## src/rtl/conv_4u_ctrl_pkg.sv

```systemverilog
// -----------------------------------------------------------------------------
// conv_ctrl_pkg
// Shared definitions for the 4-lane ternary convolution sequencer: the FSM
// state encoding, kernel/tap limits, the 2-bit weight code meanings and two
// small helpers used when a layer command is accepted.
// No ports (package).
// -----------------------------------------------------------------------------
package conv_ctrl_pkg;

  typedef enum logic [2:0] {
    S_IDLE,
    S_LOADW,
    S_CLR,
    S_STREAM,
    S_WAIT,
    S_EMIT,
    S_FIN
  } state_e;

  localparam int K_MAX   = 5;
  localparam int TAP_MAX = 25;

  // Meaning of each 2-bit lane code inside w_2b_4 (decoded by the datapath).
  localparam logic [1:0] CODE_NEG_W2 = 2'b00;
  localparam logic [1:0] CODE_NEG_W1 = 2'b01;
  localparam logic [1:0] CODE_ZERO   = 2'b10;
  localparam logic [1:0] CODE_POS_W  = 2'b11;

  // A kernel edge is usable when it lies in 1..K_MAX.
  function automatic logic kLegal(input logic [7:0] k);
    return (k != 8'd0) && (k <= 8'(K_MAX));
  endfunction

  // Tap count for a kernel edge, saturated so illegal edges cannot produce a
  // wrapped 8-bit product (the value is unused for them anyway).
  function automatic logic [7:0] tapsOf(input logic [7:0] k);
    logic [15:0] sq;
    sq = {8'd0, k} * {8'd0, k};
    return (sq > 16'(TAP_MAX)) ? 8'(TAP_MAX) : sq[7:0];
  endfunction

endpackage

```

## src/rtl/conv_4u_ctrl_if.sv

```systemverilog
// -----------------------------------------------------------------------------
// conv_4u_ctrl_if
// Bundles every signal between the sequencer and its neighbours: the layer
// scheduler command, weight and input reader handshakes, datapath controls and
// the valid/ready result port.
//   master : the sequencer (drives busy/done/err, requests, datapath controls,
//            latched scales and the result port)
//   slave  : the surrounding system (drives start/k_size/n_win/scales,
//            reader beats, dout_32 and o_rdy)
// -----------------------------------------------------------------------------
interface conv_4u_ctrl_if #(parameter int WIN_W = 16);

  logic             start;
  logic [7:0]       k_size;
  logic [WIN_W-1:0] n_win;
  logic [7:0]       pos_w_i, neg_w1_i, neg_w2_i;
  logic             busy, done, err;
  logic             w_req, w_vld;
  logic [7:0]       w_data;
  logic             d_req, d_vld;
  logic             unit_en, w_en, z_en;
  logic [7:0]       w_2b_4;
  logic [7:0]       pos_w, neg_w1, neg_w2;
  logic [31:0]      dout_32, o_data;
  logic             o_vld, o_rdy;

  modport master (
    input  start, k_size, n_win, pos_w_i, neg_w1_i, neg_w2_i,
           w_data, w_vld, d_vld, dout_32, o_rdy,
    output busy, done, err, w_req, d_req, unit_en, w_en, z_en, w_2b_4,
           pos_w, neg_w1, neg_w2, o_data, o_vld
  );

  modport slave (
    output start, k_size, n_win, pos_w_i, neg_w1_i, neg_w2_i,
           w_data, w_vld, d_vld, dout_32, o_rdy,
    input  busy, done, err, w_req, d_req, unit_en, w_en, z_en, w_2b_4,
           pos_w, neg_w1, neg_w2, o_data, o_vld
  );

endinterface

```

## src/rtl/conv_4u_ctrl_beat_cnt.sv

```systemverilog
// -----------------------------------------------------------------------------
// beat_cnt
// Loadable up-counter with a terminal compare. last_o flags the increment that
// brings the count up to term_i, so the owner can change state on that beat.
//   clk, rst_n : clock, asynchronous active-low reset
//   ld_i       : load ldVal_i (has priority over inc_i)
//   inc_i      : count one beat
//   term_i     : terminal count
//   last_o     : this increment reaches term_i
// -----------------------------------------------------------------------------
module beat_cnt #(
  parameter int W = 8
) (
  input  logic         clk,
  input  logic         rst_n,
  input  logic         ld_i,
  input  logic [W-1:0] ldVal_i,
  input  logic         inc_i,
  input  logic [W-1:0] term_i,
  output logic         last_o
);

  logic [W-1:0] cnt_q, cnt_d;

  // Load wins over counting so the owner can park the counter while idle.
  always_comb begin
    cnt_d = cnt_q;
    if (ld_i) begin
      cnt_d = ldVal_i;
    end else if (inc_i) begin
      cnt_d = cnt_q + 1'b1;
    end
  end

  // Count register.
  always_ff @(posedge clk or negedge rst_n) begin
    if (!rst_n) begin
      cnt_q <= '0;
    end else begin
      cnt_q <= cnt_d;
    end
  end

  assign last_o = !ld_i && inc_i && ((cnt_q + 1'b1) == term_i);

endmodule

```

## src/rtl/conv_4u_ctrl.sv

```systemverilog
// -----------------------------------------------------------------------------
// conv_4u_ctrl
// Sequencer for one 4-lane ternary convolution unit. Accepts a layer command,
// loads taps weight beats, then per output window clears the accumulators,
// streams taps input beats, waits OUT_LAT cycles for the datapath and returns
// the 32-bit window sum through a valid/ready port.
//   clk  : clock
//   rst  : asynchronous active-low reset
//   bus  : conv_4u_ctrl_if master side (command, readers, datapath, result)
// w_en, unit_en and w_2b_4 are combinational so they line up with the reader
// beat; every other output is a register.
// -----------------------------------------------------------------------------
module conv_4u_ctrl
  import conv_ctrl_pkg::*;
#(
  parameter int OUT_LAT = 2,
  parameter int WIN_W   = 16
) (
  input  logic           clk,
  input  logic           rst,
  conv_4u_ctrl_if.master bus
);

  state_e           state_q, state_d;
  logic [7:0]       taps_q, taps_d;
  logic [WIN_W-1:0] nWin_q, nWin_d, winCnt_q, winCnt_d;
  logic             errFlag_q, errFlag_d;
  logic [7:0]       posW_q, posW_d, negW1_q, negW1_d, negW2_q, negW2_d;
  logic             busy_q, done_q, err_q, wReq_q, dReq_q, zEn_q, oVld_q;
  logic [31:0]      oData_q;
  logic             tapLd, tapInc, tapLast, latLd, latInc, latLast, capture;
  logic             wBeat;

  // One counter serves both the weight load and the input stream; it is parked
  // at zero in every other state, so CLR re-arms it between phases.
  beat_cnt #(.W(8)) u_tapCnt (
    .clk(clk), .rst_n(rst), .ld_i(tapLd), .ldVal_i(8'd0),
    .inc_i(tapInc), .term_i(taps_q), .last_o(tapLast)
  );

  beat_cnt #(.W(8)) u_latCnt (
    .clk(clk), .rst_n(rst), .ld_i(latLd), .ldVal_i(8'd0),
    .inc_i(latInc), .term_i(8'(OUT_LAT)), .last_o(latLast)
  );

  // Next-state logic. The command fields are captured once in IDLE; an illegal
  // kernel edge skips straight to FIN with the error flag set.
  always_comb begin
    state_d   = state_q;
    taps_d    = taps_q;
    nWin_d    = nWin_q;
    winCnt_d  = winCnt_q;
    errFlag_d = errFlag_q;
    posW_d    = posW_q;
    negW1_d   = negW1_q;
    negW2_d   = negW2_q;
    tapLd     = 1'b1;
    tapInc    = 1'b0;
    latLd     = 1'b1;
    latInc    = 1'b0;
    capture   = 1'b0;
    unique case (state_q)
      S_IDLE: begin
        if (bus.start) begin
          taps_d    = tapsOf(bus.k_size);
          nWin_d    = bus.n_win;
          winCnt_d  = '0;
          errFlag_d = !kLegal(bus.k_size);
          posW_d    = bus.pos_w_i;
          negW1_d   = bus.neg_w1_i;
          negW2_d   = bus.neg_w2_i;
          state_d   = kLegal(bus.k_size) ? S_LOADW : S_FIN;
        end
      end
      S_LOADW: begin
        tapLd  = 1'b0;
        tapInc = bus.w_vld;
        if (tapLast) begin
          state_d = (nWin_q == '0) ? S_FIN : S_CLR;
        end
      end
      S_CLR: begin
        state_d = S_STREAM;
      end
      S_STREAM: begin
        tapLd  = 1'b0;
        tapInc = bus.d_vld;
        if (tapLast) begin
          state_d = S_WAIT;
        end
      end
      S_WAIT: begin
        latLd  = 1'b0;
        latInc = 1'b1;
        if (latLast) begin
          capture = 1'b1;
          state_d = S_EMIT;
        end
      end
      S_EMIT: begin
        if (bus.o_rdy) begin
          winCnt_d = winCnt_q + 1'b1;
          state_d  = (winCnt_d == nWin_q) ? S_FIN : S_CLR;
        end
      end
      S_FIN: begin
        state_d = S_IDLE;
      end
      default: begin
        state_d = S_IDLE;
      end
    endcase
  end

  // State and registered outputs. The registered controls are decoded from the
  // next state so they are valid for the whole cycle the FSM sits in a state.
  always_ff @(posedge clk or negedge rst) begin
    if (!rst) begin
      state_q   <= S_IDLE;
      taps_q    <= '0;
      nWin_q    <= '0;
      winCnt_q  <= '0;
      errFlag_q <= 1'b0;
      posW_q    <= '0;
      negW1_q   <= '0;
      negW2_q   <= '0;
      busy_q    <= 1'b0;
      done_q    <= 1'b0;
      err_q     <= 1'b0;
      wReq_q    <= 1'b0;
      dReq_q    <= 1'b0;
      zEn_q     <= 1'b0;
      oVld_q    <= 1'b0;
      oData_q   <= '0;
    end else begin
      state_q   <= state_d;
      taps_q    <= taps_d;
      nWin_q    <= nWin_d;
      winCnt_q  <= winCnt_d;
      errFlag_q <= errFlag_d;
      posW_q    <= posW_d;
      negW1_q   <= negW1_d;
      negW2_q   <= negW2_d;
      busy_q    <= (state_d != S_IDLE);
      done_q    <= (state_d == S_FIN);
      err_q     <= (state_d == S_FIN) && errFlag_d;
      wReq_q    <= (state_d == S_LOADW);
      dReq_q    <= (state_d == S_STREAM);
      zEn_q     <= (state_d == S_CLR);
      oVld_q    <= (state_d == S_EMIT);
      if (capture) begin
        oData_q <= bus.dout_32;
      end
    end
  end

  assign wBeat       = (state_q == S_LOADW) && bus.w_vld;
  assign bus.w_en    = wBeat;
  assign bus.unit_en = wBeat || ((state_q == S_STREAM) && bus.d_vld);
  assign bus.w_2b_4  = wBeat ? bus.w_data : 8'd0;
  assign bus.busy    = busy_q;
  assign bus.done    = done_q;
  assign bus.err     = err_q;
  assign bus.w_req   = wReq_q;
  assign bus.d_req   = dReq_q;
  assign bus.z_en    = zEn_q;
  assign bus.o_vld   = oVld_q;
  assign bus.o_data  = oData_q;
  assign bus.pos_w   = posW_q;
  assign bus.neg_w1  = negW1_q;
  assign bus.neg_w2  = negW2_q;

endmodule
```

## src/flat_wrapper.sv

```systemverilog
// flat-port wrapper written by rule: the top's interface ports become plain ports
module conv_4u_ctrl_flat import conv_ctrl_pkg::*;
#(
  parameter int OUT_LAT = 2,
  parameter int WIN_W   = 16
)
  (clk, rst, bus_start, bus_k_size, bus_n_win, bus_pos_w_i, bus_neg_w1_i, bus_neg_w2_i, bus_w_data, bus_w_vld, bus_d_vld, bus_dout_32, bus_o_rdy, bus_busy, bus_done, bus_err, bus_w_req, bus_d_req, bus_unit_en, bus_w_en, bus_z_en, bus_w_2b_4, bus_pos_w, bus_neg_w1, bus_neg_w2, bus_o_data, bus_o_vld);
  conv_4u_ctrl_if #(.WIN_W(WIN_W)) bus_i ();
  input  logic clk;
  input  logic rst;
  input wire logic [$bits(bus_i.start)-1:0] bus_start;
  input wire logic [$bits(bus_i.k_size)-1:0] bus_k_size;
  input wire logic [$bits(bus_i.n_win)-1:0] bus_n_win;
  input wire logic [$bits(bus_i.pos_w_i)-1:0] bus_pos_w_i;
  input wire logic [$bits(bus_i.neg_w1_i)-1:0] bus_neg_w1_i;
  input wire logic [$bits(bus_i.neg_w2_i)-1:0] bus_neg_w2_i;
  input wire logic [$bits(bus_i.w_data)-1:0] bus_w_data;
  input wire logic [$bits(bus_i.w_vld)-1:0] bus_w_vld;
  input wire logic [$bits(bus_i.d_vld)-1:0] bus_d_vld;
  input wire logic [$bits(bus_i.dout_32)-1:0] bus_dout_32;
  input wire logic [$bits(bus_i.o_rdy)-1:0] bus_o_rdy;
  output wire logic [$bits(bus_i.busy)-1:0] bus_busy;
  output wire logic [$bits(bus_i.done)-1:0] bus_done;
  output wire logic [$bits(bus_i.err)-1:0] bus_err;
  output wire logic [$bits(bus_i.w_req)-1:0] bus_w_req;
  output wire logic [$bits(bus_i.d_req)-1:0] bus_d_req;
  output wire logic [$bits(bus_i.unit_en)-1:0] bus_unit_en;
  output wire logic [$bits(bus_i.w_en)-1:0] bus_w_en;
  output wire logic [$bits(bus_i.z_en)-1:0] bus_z_en;
  output wire logic [$bits(bus_i.w_2b_4)-1:0] bus_w_2b_4;
  output wire logic [$bits(bus_i.pos_w)-1:0] bus_pos_w;
  output wire logic [$bits(bus_i.neg_w1)-1:0] bus_neg_w1;
  output wire logic [$bits(bus_i.neg_w2)-1:0] bus_neg_w2;
  output wire logic [$bits(bus_i.o_data)-1:0] bus_o_data;
  output wire logic [$bits(bus_i.o_vld)-1:0] bus_o_vld;
  assign bus_i.start = bus_start;
  assign bus_i.k_size = bus_k_size;
  assign bus_i.n_win = bus_n_win;
  assign bus_i.pos_w_i = bus_pos_w_i;
  assign bus_i.neg_w1_i = bus_neg_w1_i;
  assign bus_i.neg_w2_i = bus_neg_w2_i;
  assign bus_i.w_data = bus_w_data;
  assign bus_i.w_vld = bus_w_vld;
  assign bus_i.d_vld = bus_d_vld;
  assign bus_i.dout_32 = bus_dout_32;
  assign bus_i.o_rdy = bus_o_rdy;
  assign bus_busy = bus_i.busy;
  assign bus_done = bus_i.done;
  assign bus_err = bus_i.err;
  assign bus_w_req = bus_i.w_req;
  assign bus_d_req = bus_i.d_req;
  assign bus_unit_en = bus_i.unit_en;
  assign bus_w_en = bus_i.w_en;
  assign bus_z_en = bus_i.z_en;
  assign bus_w_2b_4 = bus_i.w_2b_4;
  assign bus_pos_w = bus_i.pos_w;
  assign bus_neg_w1 = bus_i.neg_w1;
  assign bus_neg_w2 = bus_i.neg_w2;
  assign bus_o_data = bus_i.o_data;
  assign bus_o_vld = bus_i.o_vld;
  conv_4u_ctrl #(.OUT_LAT(OUT_LAT), .WIN_W(WIN_W)) u_core (.clk(clk), .rst(rst), .bus(bus_i));
endmodule
```

## config.mk

```make
export PLATFORM = sky130hd
export DESIGN_NAME = conv_4u_ctrl_flat
export DESIGN_NICKNAME = d
export VERILOG_FILES = /design/src/rtl/conv_4u_ctrl_pkg.sv /design/src/rtl/conv_4u_ctrl_if.sv /design/src/rtl/conv_4u_ctrl_beat_cnt.sv /design/src/rtl/conv_4u_ctrl.sv /design/src/flat_wrapper.sv
export SDC_FILE = /design/constraint.sdc
export NUM_CORES = 1
export LEC_CHECK = 0
export ABC_AREA = 1
export CORE_ASPECT_RATIO = 0.5
export CORE_MARGIN = 2
export CORE_UTILIZATION = 50
export CTS_CLUSTER_SIZE = 20
export DETAILED_ROUTE_END_ITERATION = 16
export PLACE_DENSITY = 0.79
export SLEW_MARGIN = 20
export SYNTH_ARGS = -nofsm -noshare
export SYNTH_HDL_FRONTEND = slang
export SYNTH_SLANG_ARGS = --single-unit
```

## constraint.sdc

```tcl
create_clock -name clk -period 2.66 [get_ports clk]
set_input_delay 0.532 -clock clk [delete_from_list [all_inputs] [get_ports clk]]
set_output_delay 0.532 -clock clk [all_outputs]
set_load 0.03 [all_outputs]
```

==> run_results.csv <==
group,metric,value,unit
cts,cts_max_level,4,
sta,setup_ws,-1.211,ns
placed_design,post-place-ws,-2.195,ns
drt,num_vias,6935,
floorplan,initial_core_util,51.94,%
yosys,yosysWarnings,0,
setup_path,r2r_cells,13,
cts,clock_latency,0.41,ns
placed_design,port_buffers,166,
drt,drtPass1Iterations,6,
global_routing,grt_pass1_wl,32.17,mm
sta,grt_setup_unrepaired,"yes",
sta,hold_viol_final,0,
global_routing,use_met3,3.685,%
yosys,yosysTopAreaCell,"dfrtp_1",
sta,setup_viol,4,
global_routing,grt_max_degree,123,
run_status,outcome,"complete, but fails checks",
global_routing,grt_use_met1,30.17,%
placed_design,gp_congestion,0.8640,
sta,fin_crit_sh,145.5,%
setup_path,worstPathArrival,4.17,ns
cts,cts_tree,"yes",
setup_path,cp-start-kind,"input port",
global_routing,overflow,0,
cts,clk_pin_slew,0.06,ns
power_and_ir_drop,total_leakage_power,5.432,nW
global_routing,grt_pass1_vias,6977,
floorplan,ioPinCount,167,
layout,area_delta_synth_final,40.92,%
run_status,violations,"negative setup slack",
yosys,synth_flop_cell,"dfrtp_1",
yosys,syn_avg_cell_area,8.096,µm²
setup_path,timing.rr.start,"u_core.winCnt_q[0]",
cts,numCtsBuffers,17,
cts,cts_buffer_depth,2,
global_routing,track_usage,24.49,%
yosys,async_flop_share,100.0,%
floorplan,fp.dieH,91.38,µm
sta,slew_headroom,57.86,%
layout,fin_util,73.19,%
drt,drc,0,
cts,clock_sinks,122,
global_routing,grtUsageMet2,44.05,%
floorplan,fp.coreArea,0.01470,mm²
min_path,min_path_type,"in2async",
placed_design,hpwl,14.29,mm
power_and_ir_drop,peakVddDrop,0.0005269,V
drt,wirelength,19.35,mm
layout,drive_above_1_share,15.77,%
drt,drtIter0Drc,319,
drt,post_drt_wl_per_cell,13.98,µm
sta,timing.hold.ws,0.2184,ns
setup_path,cp.required,2.96,ns
yosys,synthTopCellsByArea,"dfrtp_1, nand2_1, inv_1",
yosys,synth_nets,1094,
setup_path,crit_path_start,"bus_k_size[7]",
sta,fmax,258.3,MHz
placed_design,dpl-instance-area,0.009986,mm²
floorplan,die_w,178.8,µm
yosys,yosys_register_bits,122,
global_routing,antenna_found_initial,0,
setup_path,crit_fanout,6,
yosys,synth_cell_type_count,35,
floorplan,rows,31,
drt,viasPerCell,5.011,
sta,slew_viol_final,0,
yosys,synth_common_cells,"nand2_1, inv_1, dfrtp_1",
power_and_ir_drop,p_per_area,957.2,mW/mm²
power_and_ir_drop,p_total,10.30,mW
layout,stdcell_count,1384,
layout,n_antenna_cell,0,
placed_design,placed_cells,1344,
sta,layout_min_cycle_time,3.871,ns
drt,ant_nets,0,
sta,clock_skew,0.01085,ns
setup_path,cp-end-kind,"flop",
sta,worst_pin_slew,0.6321,ns
yosys,synth_edf_count,0,
yosys,synth_top_area_share,39.99,%
cts,cts_root_buf,"clkbuf_16",
yosys,syn_inst,943,
cts,holdBufCountCts,0,
setup_path,critPathKind,"in2reg",
flow_run,cap_violations,0,
global_routing,busiest_layer,"met2",
sta,tns,-4.768,ns
yosys,synth_seq_area_share,39.99,%
yosys,synth_most_common_cell,"nand2_1",
yosys,syn_area,0.007635,mm²
layout,fin_area,0.01076,mm²
floorplan,die_area,0.01633,mm²
setup_path,rr_endpoint,"u_core.bus.err",
layout,finalNetCount,1324,
setup_path,rrSetupSlack,0.42,ns
## final cells by class
| cell class | instances | area (µm²) |
|---|---|---|
| multi-input combinational | 648 | 4071 |
| fill | 1088 | 3941 |
| sequential | 122 | 3053 |
| timing repair buffer | 233 | 2225 |
| inverter | 151 | 571.8 |
| clock buffer | 17 | 425.4 |
| tap | 198 | 247.7 |
| clock inverter | 15 | 165.2 |
## cell usage in the layout, fill, tap and decap left out, drive strengths merged
| cell | count |
|---|---|
| or2 | 2 |
| nand3b | 8 |
| inv | 156 |
| xor3 | 1 |
| bufinv | 2 |
| dlygate4sd2 | 3 |
| nor4 | 5 |
| o22ai | 12 |
| nor2 | 80 |
| xor2 | 18 |
| a31oi | 1 |
| clkinvlp | 3 |
| o21bai | 2 |
| xnor3 | 2 |
| nor3 | 4 |
| xnor2 | 4 |
| buf | 80 |
| nand4 | 19 |
| a21oi | 10 |
| nand2 | 307 |
| mux2 | 32 |
| clkdlybuf4s50 | 148 |
| nand3 | 59 |
| dlymetal6s2s | 2 |
| clkbuf | 17 |
| dfrtp | 122 |
| ha | 32 |
| o21ai | 25 |
| fa | 25 |
| clkinv | 5 |
## report_power, final
group / switching [mW] / internal, mW / leakage, nW / total [mW]
Clock: 0.916 / 1.40 / 0.283 / 2.31
Combinational: 2.90 / 2.21 / 3.62 / 5.11
Sequential: 0.404 / 2.47 / 1.53 / 2.87
## worst max-delay path by stage
stage | endpoint | slack, ns | cells past startpoint
after global routing | u_core.taps_q[3] | -1.39 | 20
after global placement | u_core.taps_q[4] | -2.09 | 21
after floorplan | u_core.taps_q[4] | -1.43 | 21
final | u_core.taps_q[3] | -1.21 | 20
after detailed placement | u_core.taps_q[4] | -2.19 | 22
after CTS | u_core.taps_q[4] | -1.28 | 21
## what timing repair did
item | 4_1_cts | 5_1_grt
resized for setup | 56 | 31
gates cloned | 0 | 0
setup buffers | 4 | 4
pin swaps | 27 | 24
setup endpoints to repair | 7 | 6
## per-layer routing
| metal | wire, µm | vias up |
|---|---|---|
| met5 | 0 | - |
| met4 | 360 | 0 |
| met3 | 940 | 40 |
| met2 | 9957 | 189 |
| met1 | 8089 | 3293 |
| li1 | - | 3413 |
## flip-flops by register name, summed over array words and instances (netlist names), 8 cells and up
register	cells
u_core.bus.o_data	32
u_core.nWin_q	16
u_core.winCnt_q	16
u_core.bus.neg_w1	8
u_core.bus.neg_w2	8
u_core.bus.pos_w	8
u_core.u_latCnt.cnt_q	8
u_core.u_tapCnt.cnt_q	8
## cells by family after synthesis
kind of cell | share of synthesized area [%]
AND/OR/NAND/NOR | 27.70
buffers and inverters | 8.817
flip-flops | 39.99
adder cells (fa/ha/maj) | 11.80
AO/OA/AOI/OAI | 3.556
multiplexers | 4.720
XOR/XNOR | 3.425
## critical path: stages
cell and delay [ns]:
buf_12 0.11, nand2_4 0.06, inv_4 0.04, fa_1 0.49, fa_1 0.53, inv_2 0.04, fa_1 0.46, fa_1 0.53
inv_2 0.05, ha_4 0.30, nand2_4 0.07, a21oi_2 0.14, nor2_2 0.06, nand2_2 0.10, xor2_1 0.16, nand4_1 0.12
nor2_2 0.18, nand4_1 0.10, nand2_1 0.07, inv_1 0.03
(Power assumes the default switching activity.)
